File: src/rtl/gravador_sequencia.sv
// Sequence recorder: captures one-hot key presses and writes them to a 16x4 RAM.
// Optional key debounce enabled by defining GRAVADOR_DEBOUNCE_EN.
module gravador_sequencia #(
  parameter int TIMEOUT_M  = 5000,
  parameter int TIMEOUT_N  = 13,
  parameter int DEBOUNCE_M = 4
) (
  input  logic       clock,
  input  logic       reset,
  input  logic       iniciar,
  input  logic       finalizar,
  input  logic [3:0] chaves,
  output logic       ram_we,
  output logic [3:0] ram_endereco,
  output logic [3:0] ram_dado,
  output logic [4:0] tamanho,
  output logic       gravando,
  output logic       pronto,
  output logic       erro_jogada,
  output logic       timeout,
  output logic [3:0] db_estado
);

  typedef enum logic [3:0] {
    INICIAL      = 4'd0,
    PREPARACAO   = 4'd1,
    ESPERA       = 4'd2,
    REGISTRA     = 4'd3,
    GRAVA        = 4'd4,
    ESPERA_SOLTA = 4'd5,
    PROXIMO      = 4'd6,
    FIM_GRAVACAO = 4'd7,
    ERRO         = 4'd8,
    EST_TIMEOUT  = 4'd9
  } estado_t;

  localparam logic [TIMEOUT_N-1:0] TMR_LIM = TIMEOUT_N'(TIMEOUT_M - 1);

  estado_t              state_q, state_d;
  logic [3:0]           addr_q, addr_d;
  logic [4:0]           tam_q, tam_d;
  logic [3:0]           dado_q, dado_d;
  logic [TIMEOUT_N-1:0] tmr_q, tmr_d;
  logic                 any_q;
  logic                 rise;
  logic                 press;
  logic                 release_ok;

  // History is tracked in every state so a key held into espera is not a new press.
  assign rise = (|chaves) & ~any_q;

`ifdef GRAVADOR_DEBOUNCE_EN
  localparam int CW = $clog2(DEBOUNCE_M + 1);
  localparam logic [CW-1:0] DB_LIM = CW'(DEBOUNCE_M);

  logic [CW-1:0] cnt_q, cnt_d;
  logic [3:0]    val_q, val_d;

  always_comb begin
    cnt_d = '0;
    val_d = val_q;
    case (state_q)
      ESPERA: begin
        cnt_d = cnt_q;
        if (chaves == 4'd0) begin
          cnt_d = '0;
        end else if (rise || (cnt_q != '0 && chaves != val_q)) begin
          cnt_d = CW'(1);
          val_d = chaves;
        end else if (cnt_q != '0 && cnt_q < DB_LIM) begin
          cnt_d = cnt_q + CW'(1);
        end
      end
      ESPERA_SOLTA: begin
        if (chaves != 4'd0)       cnt_d = '0;
        else if (cnt_q < DB_LIM)  cnt_d = cnt_q + CW'(1);
        else                      cnt_d = cnt_q;
      end
      default: cnt_d = '0;
    endcase
  end

  assign press      = (chaves != 4'd0) && (cnt_d == DB_LIM);
  assign release_ok = (cnt_d == DB_LIM);

  always_ff @(posedge clock) begin
    if (!reset) begin
      cnt_q <= '0;
      val_q <= '0;
    end else begin
      cnt_q <= cnt_d;
      val_q <= val_d;
    end
  end
`else
  assign press      = rise;
  assign release_ok = (chaves == 4'd0);
`endif

  always_comb begin
    state_d = state_q;
    addr_d  = addr_q;
    tam_d   = tam_q;
    dado_d  = dado_q;
    tmr_d   = tmr_q;
    ram_we  = 1'b0;
    case (state_q)
      INICIAL: if (iniciar) state_d = PREPARACAO;
      PREPARACAO: begin
        addr_d  = '0;
        tam_d   = '0;
        tmr_d   = '0;
        state_d = ESPERA;
      end
      ESPERA: begin
        tmr_d = tmr_q + 1'b1;
        if (finalizar)             state_d = FIM_GRAVACAO;
        else if (press)            state_d = REGISTRA;
        else if (tmr_q == TMR_LIM) state_d = EST_TIMEOUT;
      end
      REGISTRA: begin
        dado_d  = chaves;
        state_d = $onehot(chaves) ? GRAVA : ERRO;
      end
      GRAVA: begin
        ram_we  = 1'b1;
        tam_d   = tam_q + 5'd1;
        state_d = ESPERA_SOLTA;
      end
      ESPERA_SOLTA: if (release_ok) state_d = PROXIMO;
      PROXIMO: begin
        // A full memory ends the recording instead of wrapping the address.
        if (tam_q == 5'd16) begin
          state_d = FIM_GRAVACAO;
        end else begin
          addr_d  = addr_q + 4'd1;
          tmr_d   = '0;
          state_d = ESPERA;
        end
      end
      FIM_GRAVACAO, ERRO, EST_TIMEOUT: if (iniciar) state_d = PREPARACAO;
      default: state_d = INICIAL;
    endcase
  end

  always_ff @(posedge clock) begin
    if (!reset) begin
      state_q <= INICIAL;
      addr_q  <= '0;
      tam_q   <= '0;
      dado_q  <= '0;
      tmr_q   <= '0;
      any_q   <= 1'b0;
    end else begin
      state_q <= state_d;
      addr_q  <= addr_d;
      tam_q   <= tam_d;
      dado_q  <= dado_d;
      tmr_q   <= tmr_d;
      any_q   <= |chaves;
    end
  end

  assign ram_endereco = addr_q;
  assign ram_dado     = dado_q;
  assign tamanho      = tam_q;
  assign db_estado    = state_q;
  assign pronto       = (state_q == FIM_GRAVACAO);
  assign erro_jogada  = (state_q == ERRO);
  assign timeout      = (state_q == EST_TIMEOUT);
  assign gravando     = !(state_q inside {INICIAL, FIM_GRAVACAO, ERRO, EST_TIMEOUT});

endmodule

File: config.mk
export PLATFORM = sky130hd
export DESIGN_NAME = gravador_sequencia
export DESIGN_NICKNAME = d
export VERILOG_FILES = /design/src/rtl/gravador_sequencia.sv
export SDC_FILE = /design/constraint.sdc
export NUM_CORES = 1
export LEC_CHECK = 0
export ABC_AREA = 1
export BUFFER_PORTS_ARGS = -buffer_cell sky130_fd_sc_hd__buf_2
export CORE_AREA = 2 2 82 84
export CTS_BUF_LIST = sky130_fd_sc_hd__clkbuf_2
export DETAILED_ROUTE_END_ITERATION = 10
export DIE_AREA = 0 0 84 86
export SYNTH_ARGS = -nofsm -noshare
export SYNTH_HDL_FRONTEND = slang
export SYNTH_SLANG_ARGS = --single-unit
export TNS_END_PERCENT = 50
File: constraint.sdc
create_clock -name clock -period 3.11 [get_ports clock]
set_input_delay 0.622 -clock clock [delete_from_list [all_inputs] [get_ports clock]]
set_output_delay 0.622 -clock clock [all_outputs]
set_load 0.01 [all_outputs]
Word level (Yosys, flattened, before mapping)
Index checks and enable logic that the tools add are counted.
{"block": "totals", "register_bits": 31}
{"block": "op_classes", "add_sub_neg": 6, "muxes": 14, "bitwise": 2, "n_eq_ne": 16, "n_reduce_logical": 12}
{"op": "$pmux 13 s3", "count": 1}
{"op": "$mux 4", "count": 7}
{"op": "$pmux 4 s7", "count": 1}
{"op": "$eq 4x3->1 const B", "count": 4}
{"op": "$add 13x1->13 const B", "count": 1}
{"op": "$eq 13x13->1 const B", "count": 1}
{"op": "$mux 13", "count": 1}
{"op": "$pmux 5 s2", "count": 1}
{"op": "$eq 4x2->1 const B", "count": 2}
{"op": "$eq 4x4->1 const B", "count": 2}
{"op": "$logic_not 4->1", "count": 2}
{"op": "$pmux 4 s2", "count": 1}
{"op": "$reduce_or 4->1", "count": 2}
{"op": "$add 5x1->5 const B", "count": 1}
{"op": "$eq 5x5->1 const B", "count": 1}
{"op": "$add 1x1->2", "count": 2}
{"op": "$add 4x1->4 const B", "count": 1}
{"op": "$eq 4x1->1 const B", "count": 1}
{"op": "$ne 2x2->1 const B", "count": 2}
{"op": "$ne 4x4->1 const B", "count": 1}
{"op": "$reduce_and 2->1", "count": 2}
{"op": "$reduce_bool 2->1", "count": 2}
{"op": "$reduce_bool 4->1", "count": 1}
{"op": "$add 2x2->3", "count": 1}
{"op": "9 further kinds", "count": 9}

Longest topological paths before layout
Gate-level depths: netlist of the first run.
{"block": "logic_depth", "word_depth": 5, "ltp_mapped": 12}

Worst setup path after synthesis of the first run
OpenSTA, ideal clock, no wires.
{"block": "synth_path", "kind": "in2reg", "from": "in chaves[0]", "to": "reg state_q[3] (netlist: db_estado[3])", "stages": 12, "arrival_time_ps": 2215, "slack_ps": 780, "setup_time_ps": 115, "path_cell_list": "inv_1 -> fa_1 -> inv_1 -> ha_1 -> ha_1 -> nor3b_1 -> nand2b_1 -> nand2_1 -> inv_1 -> nand3_1 -> nand2_1 -> nor2_1"}
{"block": "synth_between", "elab_chain_cells": 5, "word_cells_on_any_way": 13, "cone_classes": "add/sub: 2; eq/ne: 3; mux: 4; bitwise: 1; reduce/logical: 3"}
{"element": "start, declared", "line": "12", "rtl": "input logic [3:0] chaves,"}
{"element": "$add 1x1->2 (implied by the code) / $reduce_or 4->1 (equally long branches)", "line": "123, 50"}
{"element": "$add 2x2->3 (implied by the code) / $and 1x1->1 (equally long branches)", "line": "123, 50"}
{"element": "$eq 3x1->1 / $mux 4 (equally long branches)", "line": "123, 118"}
{"element": "$mux 4, on equally long branches", "line": "123, 117"}
{"element": "$pmux 4 s7", "line": "107", "rtl": "case (state_q)"}
{"element": "end signal, assigned", "line": "155", "rtl": "state_q <= state_d;"}
{"element": "end, declared", "line": "39", "rtl": "estado_t state_q, state_d;"}
Several ways; a longest one is shown, not always the timed one.
A chain may end at the register's enable or synchronous reset.

Final worst setup path of the first run
{"block": "layout_path", "from": "reg state_q[2] (netlist: db_estado[2])", "to": "out ram_we"}
{"block": "layout_between", "elab_chain_cells": 2}
{"element": "$eq 4x3->1", "line": "107"}
{"element": "$mux 1", "line": "107"}
{"element": "end, declared", "line": "13", "rtl": "output logic ram_we,"}
No other way between the ends.

==> flow_summary.yaml, run 1 <==
place:
  place.port_buffers: 29
  dp_slack_ns: 0.600
  dp_cells: 388
  dp_hpwl_um: 3320
  placed_area_um2: 2070
  gp_congestion: 0.865
routing:
  wl_per_cell_um: 11.1
  postRouteAntennaNets: 0
  drt_pass1_iterations: 4
  routed_wirelength_um: 4380
  route.vias.total: 1863
  via_per_inst: 4.73
  dr.first_iter.drc_count: 71
  drc: 0
floorplan:
  fp-row-count: 29
  ios: 30
  core_area_um2: 6280
  die_x_um: 84
  initial_utilization_pct: 29.4
  die-area_um2: 7220
  fp.dieH_um: 86
setup_path:
  required_ns: 2.49
  crit_arrival_ns: 1.68
  worstSetupPathType: "flop to output pin"
  end_kind: "output pin"
  cp-start-kind: "flop"
  worstPathMaxFanout: 6
  r2r-start: "tmr_q[0]"
  cp-startpoint: "db_estado[2]"
clock_network:
  clkTransAtPathRegs_ns: 0.14
  clkLatencyLatePin_ns: 0.36
  cts_tree: "done"
  htreeDepth: 2
  post_cts_resize_count: 0
  root_buffer: "clkbuf_2"
  post_cts_buffers: 0
  cts_buffer_depth: 2
  cts_sinks: 31
  numCtsBuffers: 5
  hold_buffers: 0
power_and_ir_drop:
  cellLeakagePower_nw: 0.932
  power_mw: 1.37
  irDropWorstVdd_uv: 390
  pwr_density_cell_nw_per_um2: 652
min_path:
  holdCritStartpoint: "tamanho[3]"
  hold_class: "flop to flop"
timing:
  fin_skew_ns: 0.0124
  fin_hold_ws_ns: 0.492
  tightest_slew_ns: 0.441
  period_needed_ns: 2.30
  setup_viol_count_final: 0
  final.setup.worst_slack_ns: 0.810
  timing.setup.tns_ns: 0
  slew_headroom_pct: 70.5
  rsz0062_at_grt: "no"
  fmax_mhz: 435
  hold_viol_final: 0
  post-route-period-util_pct: 74.0
  slew_viol_final: 0
yosys:
  synth-adder-area-share_pct: 5.83
  synth.distinct_cells: 30
  synthFlopType: "dfxtp_1"
  synth_compound_area_share_pct: 13.0
  synth-async-reset-ratio_pct: 0
  synth_top_family_by_area: "simple AND/OR/NAND/NOR gates"
  synthSimpleGateAreaFrac_pct: 39.8
  synth_edf_count: 0
  ys_seq_area_share_pct: 33.6
  syn-mean-instance-area_um2: 6.48
  synth-seq-cells: 31
  synth_mux_area_share_pct: 0
  synthCells: 285
  netlist_area_um2: 1850
  synthesis.nets: 301
  synth_xor_area_share_pct: 0
  synth_warnings: 0
grt:
  grt_pass1_wl_um: 7780
  grt_remaining_overflow: 0
  grtUsageTotal_pct: 13.0
  grt_antenna_before_repair: 0
  grt_max_degree: 17
  grt_pass1_vias: 1769
run:
  cap_viol_max_count: 0
finish:
  final_cell_mix: "67 x nand2_1, 45 x nor2_1, 31 x dfxtp_1"
  layout.nets: 334
  finalNonFillerCells: 394
  n_antenna_cell: 0
  final_common_cell: "nand2_1"
  post-route-util_pct: 33.5
  n_fill_cell: 695
  area_growth_pct: 14.0
  design_area_um2: 2100
  drive_gt1_share_pct: 17.4
outcome:
  outcome: "completed"
[cell usage after synthesis, types with 2 or more instances]
library cell | n | area, µm²
a21oi_1 | 27 | 135
buf_2 | 2 | 10.0
dfxtp_1 | 31 | 621
ha_1 | 7 | 87.6
inv_1 | 30 | 113
inv_2 | 3 | 11.3
nand2_1 | 67 | 251
nand2_2 | 6 | 37.5
nand3_1 | 23 | 115
nand4_1 | 6 | 37.5
nor2_1 | 45 | 169
nor2_2 | 4 | 25.0
nor2_4 | 3 | 33.8
nor3_1 | 4 | 20.0
o21ai_0 | 9 | 45.0
o21ai_1 | 4 | 20.0
[worst paths after layout]
kind | endpoint | slack (ns) | cells after the start
worst min register to register | tamanho[3] | 0.49 | 2
worst max register to register | tmr_q[8] | 1.40 | 8
worst max-delay path | ram_we | 0.81 | 5
worst min-delay path | tamanho[3] | 0.49 | 2
[critical path, stage by stage, from the launching register on]
cell and delay [ns]:
dfxtp_1 0.44, inv_1 0.11, nor2_1 0.21, nand3_1 0.20, inv_1 0.20, buf_2 0.16
[state kept, by name, indices dropped and copies added (netlist names)]
signal,count
tamanho,5
db_estado,4
ram_dado,4
any_q,1
tmr_q,13
ram_endereco,4
[cell type report]
| type | count | area [µm²] | share of cell area (%) |
|---|---|---|---|
| inverters | 34 | 130 | 6.18 |
| flip-flops and latches | 31 | 621 | 29.5 |
| repair buffers | 29 | 145 | 6.90 |
| clock buffers | 6 | 30.0 | 1.43 |
| multi-input cells | 217 | 1080 | 51.4 |
| well taps | 77 | 96.3 | 4.58 |
[per-layer routing]
layer | part of all wire [%] | vias up | GRT usage (%)
met4 | 1.9 | 0 | 4.84
met1 | 49 | 847 | 16.2
met2 | 47 | 23 | 22.1
met3 | 2.6 | 7 | 2.89
li1 | - | 986 | -
met5 | 0 | - | 0
[cell families after synthesis]
kind of cell,count (synthesis)
AOI/OAI and AO/OA,45
adders and majority gates,8
buffers and inverters,37
DFF,31
and+or+nand+nor,164
[power by group]
group          internal (mW)  total (mW)  switching, mW
Combinational          0.221       0.670          0.449
Clock                 0.0508       0.180          0.129
Sequential             0.452       0.522         0.0702
Total                  0.724        1.37          0.648
(Power assumes the default switching activity.)
==> run 2, diff against run 1 <==
==> constraint.sdc (replaced) <==
create_clock -name clock -period 2.2 [get_ports clock]
set_input_delay 0.44 -clock clock [delete_from_list [all_inputs] [get_ports clock]]
set_output_delay 0.44 -clock clock [all_outputs]
set_load 0.01 [all_outputs]
==> run 2 against run 1 <==
Global-route usage shrank 0.40 points. First-iteration DRC count grew 4.2%. Non-clock buffer count increased by 3. Clock skew fell by 0.0048 ns. Sequential cell count stayed put. Combinational power up 42%. Core utilization up 0.50 points. Highest routed layer unchanged.
==> flow_summary.yaml, run 2 (same netlist as run 1, synthesis figures left out) <==
outcome:
  outcome: "completed"
min_path:
  hold_class: "input port to flop"
  holdCritStartpoint: "chaves[3]"
power_and_ir_drop:
  p_sw_mw: 0.919
  p_int_mw: 1.03
  swShare_pct: 47.1
  clock_power_share_pct: 13.1
  pwr_density_cell_nw_per_um2: 913
  cellLeakagePower_nw: 0.947
  pwr-share-comb_pct: 48.7
  seqPwrFrac_pct: 38.1
  irDropWorstVdd_uv: 529
  power_mw: 1.95
floorplan:
  initial_utilization_pct: 29.4
  fp.dieH_um: 86
  core_area_um2: 6280
  ios: 30
  die-area_um2: 7220
  die_x_um: 84
  fp-row-count: 29
finish:
  final_common_cell: "nand2_1"
  n_fill_cell: 676
  layout.nets: 337
  area_growth_pct: 15.7
  drive_gt1_share_pct: 19.1
  finalNonFillerCells: 397
  n_antenna_cell: 0
  final_cell_mix: "67 x nand2_1, 44 x nor2_1, 30 x inv_1, 30 x dfxtp_1, 29 x buf_2"
  largest_reg_flops: 13
  top_register: "tmr_q"
setup_path:
  crit_arrival_ns: 2.21
  required_ns: 2.46
  r2r-start: "tmr_q[0]"
  cp-startpoint: "chaves[0]"
  worstPathMaxFanout: 3
  cp-start-kind: "input port"
  r2r_setup_slack_ns: 0.52
  worstSetupPathType: "input port to flop"
  end_kind: "flop"
place:
  dp_hpwl_um: 3300
  dp_slack_ns: -0.127
  dp_cells: 391
  place.port_buffers: 29
  gp_congestion: 0.860
timing:
  fin_hold_ws_ns: 0.347
  fin_skew_ns: 0.00762
  setup_viol_count_final: 0
  hold_viol_final: 0
  rsz0062_at_grt: "no"
  period_needed_ns: 1.94
  final.setup.worst_slack_ns: 0.257
  tightest_slew_ns: 0.451
  slew_viol_final: 0
  post-route-period-util_pct: 88.3
  slew_headroom_pct: 69.9
  fmax_mhz: 515
grt:
  grt_antenna_before_repair: 0
  grt_remaining_overflow: 0
  grt_max_degree: 15
  grt_pass1_vias: 1791
  grt_pass1_wl_um: 7550
  grtUsageTotal_pct: 12.6
clock_network:
  clkTransAtPathRegs_ns: 0.15
  hold_buffers: 0
  cts_buffer_depth: 2
  cts_tree: "done"
  post_cts_resize_count: 0
  clkLatencyLatePin_ns: 0.36
  htreeDepth: 2
  post_cts_buffers: 0
  numCtsBuffers: 5
  root_buffer: "clkbuf_2"
  cts_sinks: 31
routing:
  drc: 0
  routed_wirelength_um: 4350
  dr.first_iter.drc_count: 74
  via_per_inst: 4.60
  drt_pass1_iterations: 4
  route.vias.total: 1828
  wl_per_cell_um: 10.9
  postRouteAntennaNets: 0
run:
  cap_viol_max_count: 0
-- run 2: cell count changes in the layout (fill, tap and decap cells not counted), sizes merged --
cell  previous run  this run
buf             29        32
-- run 2: worst paths after layout --
kind / cells past startpoint / endpoint
setup / recovery: 13 / db_estado[3]
hold / removal: 3 / ram_dado[3]
setup reg to reg: 8 / tmr_q[6]
hold reg to reg: 2 / tamanho[3]
-- run 2: area by class of cell --
cell class	count	area, µm²	area share (%)
tap	77	96.3	4.51
inverter	34	130	6.09
clock buffer	6	30.0	1.41
multi-input combinational	217	1090	51.0
timing repair buffer	32	168	7.85
sequential	31	622	29.1
-- run 2: through the flow --
step	setup TNS, ns	utilization [%]	area (µm²)
after floorplan	0	-	1850
after detailed placement	-0.196	33.4	2100
after CTS	0	33.9	2130
final	0	34.0	2140
after global placement	-0.157	33.4	2100
after global routing	0	34.0	2140
-- run 2: power groups by stage --
stage	Clock, mW	Sequential, mW	Combinational [mW]
after CTS	0.269	0.741	0.950
after global routing	0.290	0.760	1.08
after floorplan	0	0.765	0.665
final	0.256	0.744	0.951
after global placement	0	0.751	0.944
after detailed placement	0	0.755	0.945
-- run 2: per-layer routing --
layer  wire (µm)  track usage (%)  vias to the layer above
met2        2010             22.4                       29
met1        2100             14.7                      800
met5           0                0                        -
met4          87             5.13                        0
met3         146             2.89                        9
li1            -                -                      990
-- run 2: worst max-delay path, cell delays in order --
cell      delay [ns]
buf_2           0.07
inv_1           0.07
fa_1            0.54
inv_1           0.04
ha_1            0.17
ha_1            0.26
nor3b_1         0.22
nand2b_1        0.13
nand2_1         0.04
inv_1           0.04
nand3_1         0.05
nand2_1         0.07
nor2_1          0.03
==> run 3, diff against run 2 <==
==> constraint.sdc (replaced) <==
create_clock -name clock -period 1.6 [get_ports clock]
set_input_delay 0.32 -clock clock [delete_from_list [all_inputs] [get_ports clock]]
set_output_delay 0.32 -clock clock [all_outputs]
set_load 0.01 [all_outputs]
==> run 3 against run 2 <==
The run now ends with negative setup slack left. Total power up 61%. Sequential share of layout area is 2.5 points lower. Worst setup slack worse by 0.33 ns. Via count grew 7.7%. Wire length increased by 6.6%. Clock-buffer cell count unchanged. Register-to-register slack got worse by 0.38 ns. Sequential power increased by 44%. Cell count is 4.8% higher. First-iteration DRC count up 6.8%. Critical path depth unchanged.
==> flow_summary.yaml, run 3 (same netlist as run 1, synthesis figures left out) <==
routing:
  wl_per_cell_um: 11.1
  drt_pass1_iterations: 4
  routed_wirelength_um: 4640
  route.vias.total: 1969
  postRouteAntennaNets: 0
  dr.first_iter.drc_count: 79
  via_per_inst: 4.73
  drc: 0
timing:
  slew_headroom_pct: 75.6
  period_needed_ns: 1.67
  setup_viol_count_final: 2
  slew_viol_final: 0
  rsz0062_at_grt: "yes"
  final.setup.worst_slack_ns: -0.0691
  fin_skew_ns: 0.0254
  fmax_mhz: 599
  tightest_slew_ns: 0.366
  hold_viol_final: 0
  post-route-period-util_pct: 104
power_and_ir_drop:
  cellLeakagePower_nw: 1.05
  irDropWorstVdd_uv: 1010
  pwr_density_cell_nw_per_um2: 1310
  power_mw: 3.15
clock_network:
  hold_buffers: 0
  cts_tree: "done"
  clkTransAtPathRegs_ns: 0.15
  cts_sinks: 31
  htreeDepth: 2
  cts_buffer_depth: 2
  root_buffer: "clkbuf_2"
  numCtsBuffers: 5
  clkLatencyLatePin_ns: 0.38
setup_path:
  cp-startpoint: "chaves[3]"
  slowest_delay_ns: 0.53
  required_ns: 1.87
  critPathSlowestCell: "fa_1"
  cp-start-kind: "input port"
  crit_arrival_ns: 1.94
  end_kind: "flop"
  worstPathMaxFanout: 2
  worstSetupPathType: "input port to flop"
  r2r_setup_slack_ns: 0.14
  reg2regPathDepth: 10
  path_cells: "buf_8 > inv_4 > fa_1 > inv_1 > ha_2 > ha_4 > nor3b_2 > nand2b_1 > nand2_1 > inv_1 > nand3_2 > nand2_1 > nor2_1"
  r2r-start: "tamanho[0]"
  crit_end: "db_estado[3]"
  rr_endpoint: "tmr_q[8]"
min_path:
  hold_class: "input port to flop"
floorplan:
  fp.dieH_um: 86
  die-area_um2: 7220
  die_x_um: 84
  initial_utilization_pct: 29.4
  fp-row-count: 29
  core_area_um2: 6280
  ios: 30
finish:
  multi_input_area_um2: 1170
  n_antenna_cell: 0
  drive_gt1_share_pct: 30.7
  area_growth_pct: 30.0
  largest_reg_flops: 13
  top_register: "tmr_q"
  final_cell_mix: "64 x nand2_1, 37 x nor2_1, 27 x a21oi_1, 27 x buf_2, 25 x dfxtp_1"
  seq_area_um2: 638
  layout.nets: 354
  n_fill_cell: 672
  final_common_cell: "nand2_1"
place:
  dp_slack_ns: -0.473
  place.port_buffers: 29
  dp_hpwl_um: 3390
  gp_congestion: 0.900
outcome:
  violations: "negative setup slack"
  outcome: "complete, but fails checks"
grt:
  grtUsageTotal_pct: 13.3
  grt_pass1_vias: 1870
  grt_antenna_before_repair: 0
  grt_pass1_wl_um: 7960
  grt_remaining_overflow: 0
  grt_max_degree: 16
run:
  cap_viol_max_count: 0
==> run 3: cell count changes in the layout (fill, tap and decap cells not counted), moves of 2 or more <==
| cell | change |
|---|---|
| clkinv_1 | +2 |
| nor2_1 | -7 |
| buf_2 | -2 |
| inv_2 | +2 |
| nor2_4 | +4 |
| nand2_2 | +2 |
| nand2_1 | -3 |
| nor2_2 | +3 |
| dfxtp_4 | +4 |
| buf_4 | +17 |
| dfxtp_1 | -5 |
| inv_4 | +4 |
| inv_1 | -7 |
| ha_1 | -2 |
==> run 3: how the worst min path moves through the flow <==
stage | startpoint | endpoint | slack [ns] | cells past startpoint
4_1_cts | chaves[2] | ram_dado[2] | 0.21 | 3
5_1_grt | chaves[2] | ram_dado[2] | 0.21 | 3
2_1_floorplan | tmr_q[12] | tmr_q[12] | 0.46 | 2
3_3_place_gp | tmr_q[12] | tmr_q[12] | 0.47 | 2
3_5_place_dp | tmr_q[12] | tmr_q[12] | 0.48 | 2
6_report | chaves[2] | ram_dado[2] | 0.24 | 3
==> run 3: layout make-up <==
class                   count  share of cell area (%)
clock buffers               6                    1.25
repair buffers             49                    13.0
inverters                  34                    6.04
multi-input cells         217                    48.8
clock inverters             2                   0.313
well taps                  77                    4.01
flip-flops and latches     31                    26.6
==> run 3: worst max-delay path, delay by kind of cell <==
kind | cells | cell delay [ns]
AND/OR/NAND/NOR | 6 | 0.51
buffers and inverters | 4 | 0.22
adder cells (fa/ha/maj) | 3 | 0.91
==> run 3: per-layer routing <==
metal / GRT usage (%) / up-vias / share of wire [%]
met5: 0 / - / 0
met1: 15.7 / 882 / 46
met3: 2.98 / 13 / 3.3
met2: 23.3 / 38 / 49
li1: - / 1036 / -
met4: 5.43 / 0 / 2.4
==> run 3: power by group <==
part / internal, mW / switching, mW / total, mW
combinational: 0.672 / 1.03 / 1.70
clock: 0.105 / 0.274 / 0.379
sequential: 0.908 / 0.158 / 1.07
total: 1.69 / 1.46 / 3.15
==> run 3: repair_timing <==
action                                 CTS  global route
gates cloned                             0             0
gates resized for setup                 24            20
pin swaps                                4            10
endpoints found under the hold margin    0             0
setup endpoints to repair                8            18
buffers inserted                         5             2
==> run 3: metrics by stage <==
| step | util (%) | cells | TNS, ns | hold slack (ns) | area [µm²] |
|---|---|---|---|---|---|
| after floorplan | - | 285 | -0.546 | 0.456 | 1870 |
| after global placement | 34.9 | 401 | -0.850 | 0.466 | 2190 |
| after detailed placement | 34.9 | 401 | -0.871 | 0.476 | 2190 |
| after CTS | 37.0 | 414 | -0.0522 | 0.211 | 2320 |
| after global routing | 38.3 | 416 | -0.404 | 0.207 | 2400 |
| final | 38.3 | 416 | -0.0921 | 0.237 | 2400 |
